**config.mk**
```make
export PLATFORM = sky130hd
export DESIGN_NAME = id_exe_pipe_stage
export DESIGN_NICKNAME = d
export VERILOG_FILES = /design/src/rtl/pipe_pkg.sv /design/src/rtl/pipe_skid_buf.sv /design/src/rtl/id_exe_pipe_stage.sv
export SDC_FILE = /design/constraint.sdc
export NUM_CORES = 1
export LEC_CHECK = 0
export CAP_MARGIN = 15
export CORE_ASPECT_RATIO = 0.75
export CORE_UTILIZATION = 46
export CTS_CLUSTER_DIAMETER = 150
export DETAILED_ROUTE_END_ITERATION = 10
export PLACE_DENSITY = 0.76
export SLEW_MARGIN = 20
export SYNTH_ARGS = -nofsm -noshare
export SYNTH_HDL_FRONTEND = slang
export SYNTH_SLANG_ARGS = --single-unit
```
**constraint.sdc**
```tcl
create_clock -name clk -period 1.5 [get_ports clk]
set_clock_uncertainty 0.2 [all_clocks]
set_input_delay 0.3 -clock clk [delete_from_list [all_inputs] [get_ports clk]]
set_output_delay 0.3 -clock clk [all_outputs]
set_load 0.03 [all_outputs]
```
**src/rtl/pipe_pkg.sv**
```systemverilog
// Shared definitions for the ID->EXE pipeline stage: control-bit layout,
// default field widths and the skid buffer state encoding.
package pipe_pkg;

  // Control vector, MSB first: {regWr, memRd, memWr, cWr, zWr}
  localparam int CTRL_W = 5;
  localparam int REGWR  = 4;
  localparam int MEMRD  = 3;
  localparam int MEMWR  = 2;
  localparam int CWR    = 1;
  localparam int ZWR    = 0;

  // Default datapath widths
  localparam int DEF_DATA_W  = 8;
  localparam int DEF_PC_W    = 12;
  localparam int DEF_RA_W    = 3;
  localparam int DEF_ALUOP_W = 4;

  // Occupancy of the two-entry skid buffer
  typedef enum logic [1:0] {
    ST_EMPTY = 2'd0,
    ST_ONE   = 2'd1,
    ST_FULL  = 2'd2
  } skid_state_e;

endpackage

```
**src/rtl/pipe_skid_buf.sv**
```systemverilog
// Generic valid/ready stage register with synchronous flush. SKID!=0 gives a
// two-entry skid buffer whose in_ready is a register, so downstream
// back-pressure never reaches the producer combinationally. SKID==0 gives a
// single entry with pass-through ready.
module pipe_skid_buf
  import pipe_pkg::*;
#(
  parameter int W    = 8,
  parameter int SKID = 1
) (
  input  logic         clk,
  input  logic         rst_n,
  input  logic         flush_i,
  input  logic         in_valid_i,
  output logic         in_ready_o,
  input  logic [W-1:0] data_i,
  output logic         out_valid_o,
  input  logic         out_ready_i,
  output logic [W-1:0] data_o
);

  logic [W-1:0] main_q;
  logic         valid_q;

  assign out_valid_o = valid_q;
  assign data_o      = main_q;

  if (SKID != 0) begin : g_skid
    skid_state_e  state_q;
    logic [W-1:0] skid_q;
    logic         ready_q;
    logic         accept;
    logic         deliver;

    assign in_ready_o = ready_q;
    assign accept     = in_valid_i & ready_q;
    assign deliver    = valid_q & out_ready_i;

    // Occupancy FSM; main entry feeds the outputs, skid entry absorbs the
    // one extra word that arrives while ready is still registered high.
    // NOTE: all state here is updated with non-blocking assignments so every
    // register sees the pre-edge values of the others.
    always_ff @(posedge clk or negedge rst_n) begin
      if (!rst_n) begin
        state_q <= ST_EMPTY;
        valid_q <= 1'b0;
        ready_q <= 1'b1;
        main_q  <= '0;
        skid_q  <= '0;
      end else if (flush_i) begin
        // NOTE: flush only drops the valid flags; payload registers keep
        // their contents because nothing downstream may use them unqualified.
        state_q <= ST_EMPTY;
        valid_q <= 1'b0;
        ready_q <= 1'b1;
      end else begin
        case (state_q)
          ST_EMPTY: begin
            if (accept) begin
              main_q  <= data_i;
              valid_q <= 1'b1;
              state_q <= ST_ONE;
            end
          end
          ST_ONE: begin
            if (accept && deliver) begin
              main_q <= data_i;
            end else if (accept) begin
              skid_q  <= data_i;
              ready_q <= 1'b0;
              state_q <= ST_FULL;
            end else if (deliver) begin
              valid_q <= 1'b0;
              state_q <= ST_EMPTY;
            end
          end
          ST_FULL: begin
            if (deliver) begin
              main_q  <= skid_q;
              ready_q <= 1'b1;
              state_q <= ST_ONE;
            end
          end
          default: begin
            state_q <= ST_EMPTY;
            valid_q <= 1'b0;
            ready_q <= 1'b1;
          end
        endcase
      end
    end
  end else begin : g_single
    logic accept;
    logic deliver;

    assign in_ready_o = ~valid_q | out_ready_i;
    assign accept     = in_valid_i & in_ready_o;
    assign deliver    = valid_q & out_ready_i;

    // Single entry: load on accept, go empty when drained with nothing new.
    always_ff @(posedge clk or negedge rst_n) begin
      if (!rst_n) begin
        valid_q <= 1'b0;
        main_q  <= '0;
      end else if (flush_i) begin
        valid_q <= 1'b0;
      end else if (accept) begin
        main_q  <= data_i;
        valid_q <= 1'b1;
      end else if (deliver) begin
        valid_q <= 1'b0;
      end
    end
  end

endmodule

```
**src/rtl/id_exe_pipe_stage.sv**
```systemverilog
// ID->EXE pipeline register: packs decode fields into one vector, runs it
// through the handshake buffer and masks control bits for bubbles.
module id_exe_pipe_stage #(
  parameter int DATA_W  = pipe_pkg::DEF_DATA_W,
  parameter int PC_W    = pipe_pkg::DEF_PC_W,
  parameter int RA_W    = pipe_pkg::DEF_RA_W,
  parameter int ALUOP_W = pipe_pkg::DEF_ALUOP_W,
  parameter int CTRL_W  = pipe_pkg::CTRL_W,
  parameter int SKID    = 1
) (
  input  logic               clk,
  input  logic               rst_n,
  input  logic               in_valid,
  output logic               in_ready,
  input  logic               flush,
  input  logic [CTRL_W-1:0]  ctrl_in,
  input  logic [ALUOP_W-1:0] aluop_in,
  input  logic [RA_W-1:0]    rd_in,
  input  logic [RA_W-1:0]    rs_in,
  input  logic [RA_W-1:0]    rt_in,
  input  logic [DATA_W-1:0]  imm_in,
  input  logic [DATA_W-1:0]  rdata1_in,
  input  logic [DATA_W-1:0]  rdata2_in,
  input  logic [DATA_W-1:0]  brdisp_in,
  input  logic [PC_W-1:0]    pcp1_in,
  output logic               out_valid,
  input  logic               out_ready,
  output logic [CTRL_W-1:0]  ctrl_out,
  output logic [ALUOP_W-1:0] aluop_out,
  output logic [RA_W-1:0]    rd_out,
  output logic [RA_W-1:0]    rs_out,
  output logic [RA_W-1:0]    rt_out,
  output logic [DATA_W-1:0]  imm_out,
  output logic [DATA_W-1:0]  rdata1_out,
  output logic [DATA_W-1:0]  rdata2_out,
  output logic [DATA_W-1:0]  brdisp_out,
  output logic [PC_W-1:0]    pcp1_out
);

  localparam int PAY_W = CTRL_W + ALUOP_W + 3 * RA_W + 4 * DATA_W + PC_W;

  logic [PAY_W-1:0]  pay_in;
  logic [PAY_W-1:0]  pay_out;
  logic [CTRL_W-1:0] ctrl_raw;

  assign pay_in = {ctrl_in, aluop_in, rd_in, rs_in, rt_in,
                   imm_in, rdata1_in, rdata2_in, brdisp_in, pcp1_in};

  pipe_skid_buf #(
    .W    (PAY_W),
    .SKID (SKID)
  ) u_buf (
    .clk         (clk),
    .rst_n       (rst_n),
    .flush_i     (flush),
    .in_valid_i  (in_valid),
    .in_ready_o  (in_ready),
    .data_i      (pay_in),
    .out_valid_o (out_valid),
    .out_ready_i (out_ready),
    .data_o      (pay_out)
  );

  assign {ctrl_raw, aluop_out, rd_out, rs_out, rt_out,
          imm_out, rdata1_out, rdata2_out, brdisp_out, pcp1_out} = pay_out;

  // A bubble must never write the register file, memory or flags.
  assign ctrl_out = out_valid ? ctrl_raw : '0;

endmodule

```
==> summary.md <==
| Metric | Value |
|---|---|
| Die X | `approximately 140 um` |
| Die Ht | `between 100 and 150 um` |
| R2R setup slack | `-0.35 ns` |
| Ys flop type | `dfrtp_1` |
| Count leader, synth | `dfrtp_1` |
| Layout cells sized above 1 | `a little under three fifths` |
| Asr flop ratio synth | `100%` |
| Synth warnings | `0` |
| Highest metal used | `met4` |
| Gpl congestion | `between 0.7 and 0.8` |
| Pre-antenna DRT Iters | `4` |
| Pre-CTS setup slack | `-0.707 ns` |
| Max Clock Freq | `approximately 540 MHz` |
| Cell Rows | `36` |
| Post-synthesis sequential area ratio | `between 50% and 60%` |
| Register area | `roughly 3200 um2` |
| Inserted Diodes | `0` |
| I/O pin cnt | `approximately 130` |
| Kind of end point of the critical path | `flop` |
| Run status | `finished, violations left` |
| Reg2reg path depth | `6` |
| Drc violations | `0` |
| Worst-Skew Late Latency | `between 0.4 and 0.5 ns` |
| Worst-Margin Slew | `approximately 0.36 ns` |
| Worst EP required | `1.60 ns` |
| Area Overhead vs Synth | `58.6%` |
| Hold Vio Cnt, Final | `0` |
| Number of synthesized flops with an enable pin | `0` |
| P per Cell Area | `roughly 2100 nW/um2` |
| Worst Path Arrival | `approximately 2.0 ns` |
| Metal-1 WL | `around 8000 um` |
| Num CTS Buffers | `17` |
| Final setup violation count | `around 140` |
| Clock transition at the registers of the reported paths | `approximately 0.06 ns` |
| Deepest clock path buffer count | `2` |
| Max_cap viols | `0` |
| CP startpoint kind | `flop` |
| Global route overflow | `0` |
| Met2 WL post-DR | `8880 um` |
| CP Max Fanout | `8` |
| RSZ-0062 raised after global routing | `yes` |
| FF-to-FF End | `u_buf.data_o[41]$_DFFE_PN0P_` |
| Die area | `13,800 um2` |
| Failing checks | `negative setup slack` |
| Antenna violations before repair | `0` |
| H-tree levels | `4` |
| Area of the mapped netlist | `6120 um2` |
| Total number of vias | `about 4,400` |
| First-pass GRT wire length | `around 25,000 um` |
| DPL Wire Length | `~8000 um` |
| Final worst path period share | `123%` |
| DR WL/cell | `21.2 um` |
| Syn nets | `about 560` |
| Pleak | `0.00420 uW` |
| Kind of critical path | `flop to flop` |
| Synth cell types | `25` |
| Synth Register Bits | `128` |
| Worst slew margin | `approximately 76%` |
| Total Wirelength | `17,900 um` |
| NumNets Final | `about 730` |
| Tot GR Track Use | `between 20 and 25%` |
| Metal3 WL | `832 um` |
| Port buffer count | `130` |
| Root Driver | `clkbuf_16` |
| Most frequent cells after synthesis | `127 x dfrtp_1, 66 x a21oi_1, 66 x nor2_1` |
| Fillers | `between 700 and 800` |
| PnR worst setup slack | `-0.351 ns` |
| Routed Antenna Nets | `0` |
| Worst min path class | `primary input to asynchronous set/reset pin` |
| Syn Area/Cell | `roughly 13 um2` |
| Reg-to-reg startpoint | `u_buf.g_skid.state_q[0]$_DFFE_PN0P_` |
| Violation count after the first detailed-route iteration | `159` |
| Vias in the first global route | `4,535` |
| Final Max Slew Viols | `0` |
| Dominant cells by area after synthesis | `dfrtp_1 52%, mux2_4 15%, mux2i_1 10%, buf_4 7.8%, a21oi_1 5.4%` |
| Starting density of the core | `between 40% and 50%` |
| Mapped Cells | `~490` |
| Tmin final | `1.85 ns` |
| Area fraction of the dominant cell type after synthesis | `around 52%` |
| Synth area leader | `dfrtp_1` |
| Avg Vias per Cell | `approximately 5.3` |
| TritonCTS Sinks | `between 100 and 150` |
| CTS tree | `done` |
| Core ar. | `about 13,000 um2` |
| Max IR drop VDD | `roughly 1.2 mV` |
| Footprint of the multi-input gates | `2830 um2` |
| Largest net degree at the start of global routing | `between 60 and 70` |
| Post-Route Setup TNS | `-37.37 ns` |
[logic make-up (layout without fill, tap and decap cells)]
kind of cell	Yosys count	count (layout)	synth area share (%)
AND/OR/NAND/NOR	78	78	5.60
flip-flops	128	128	52.4
AO/OA/AOI/OAI	73	73	6.52
buffers and inverters	85	269	10.2
multiplexers	124	124	25.2
XOR/XNOR	1	1	0.143
[flip-flops by register name, indices dropped and copies added (netlist names)]
signal,count
u_buf.g_skid.skid_q,62
u_buf.in_ready_o,1
u_buf.out_valid_o,1
u_buf.g_skid.state_q,2
u_buf.data_o,62
[report_power, final]
| part | total (uW) | switching (uW) | internal [uW] |
|---|---|---|---|
| logic | 9310 | 4250 | 5050 |
| registers | 6420 | 1290 | 5140 |
| clock network | 4780 | 1580 | 3210 |
[worst max-delay path by stage]
stage / cells past startpoint / startpoint / slack [ns] / endpoint
floorplan: 4 / u_buf.out_valid_o$_DFFE_PN0P_ / -0.21 / u_buf.g_skid.skid_q[10]$_DFFE_PN0P_
global placement: 6 / out_ready / -0.59 / u_buf.data_o[6]$_DFFE_PN0P_
detailed placement: 6 / out_ready / -0.71 / u_buf.data_o[15]$_DFFE_PN0P_
CTS: 3 / u_buf.out_valid_o$_DFFE_PN0P_ / -0.30 / ctrl_out[2]
global route: 7 / u_buf.g_skid.state_q[0]$_DFFE_PN0P_ / -0.42 / u_buf.data_o[26]$_DFFE_PN0P_
finish: 6 / u_buf.g_skid.state_q[0]$_DFFE_PN0P_ / -0.35 / u_buf.data_o[41]$_DFFE_PN0P_
[stage by stage]
step	instances	util, %	total power [uW]	hold WS [ns]	instance area [um2]
finish	844	74.9	20500	0.0869	9710
CTS	804	68.8	18400	0.0695	8920
floorplan	489	-	11200	-0.196	6130
global placement	727	55.2	12200	-0.0308	7170
global route	844	74.9	21400	0.0890	9710
detailed placement	727	55.2	12400	-0.0309	7170
[cell type report]
cell class / count / share of cell area (%)
sequential: 128 / 33.0
multi-input combinational: 276 / 29.1
timing repair buffer: 236 / 28.6
clock buffer: 19 / 4.66
clock inverter: 13 / 2.41
tap: 171 / 2.20
inverter: 1 / 0.0387
[worst max-delay path, stage by stage (launching register included)]
cell and delay [ns]:
dfrtp_1 0.42, nand4b_1 0.28, o22ai_4 0.24, buf_12 0.18, buf_6 0.17, clkbuf_16 0.17, a21oi_1 0.07
[what timing repair did]
action,CTS,global route
setup buffers,28,47
hold buffers,1,0
setup endpoints to repair,139,185
endpoints found under the hold margin,127,0
resized for setup,88,155
pin swaps,9,4
gates cloned,17,5
[cell usage in the layout, fill, tap and decap left out, types with 7 or more instances in the layout]
cell type / n
buf_12: 19
buf_16: 13
nor2_1: 13
nor2_2: 28
clkbuf_16: 22
clkdlybuf4s50_1: 64
dfrtp_1: 126
mux2i_1: 52
mux2i_2: 7
mux2_4: 60
buf_4: 72
a21oi_2: 44
buf_6: 55
a21oi_1: 22
nor2_4: 25
[per-layer routing]
metal	up-vias	global-route usage, %
met5	-	0
met4	0	9.59
met3	28	7.14
met2	131	39.4
met1	2293	32.5
li1	1980	-
Power figures use the tool's default switching activity.
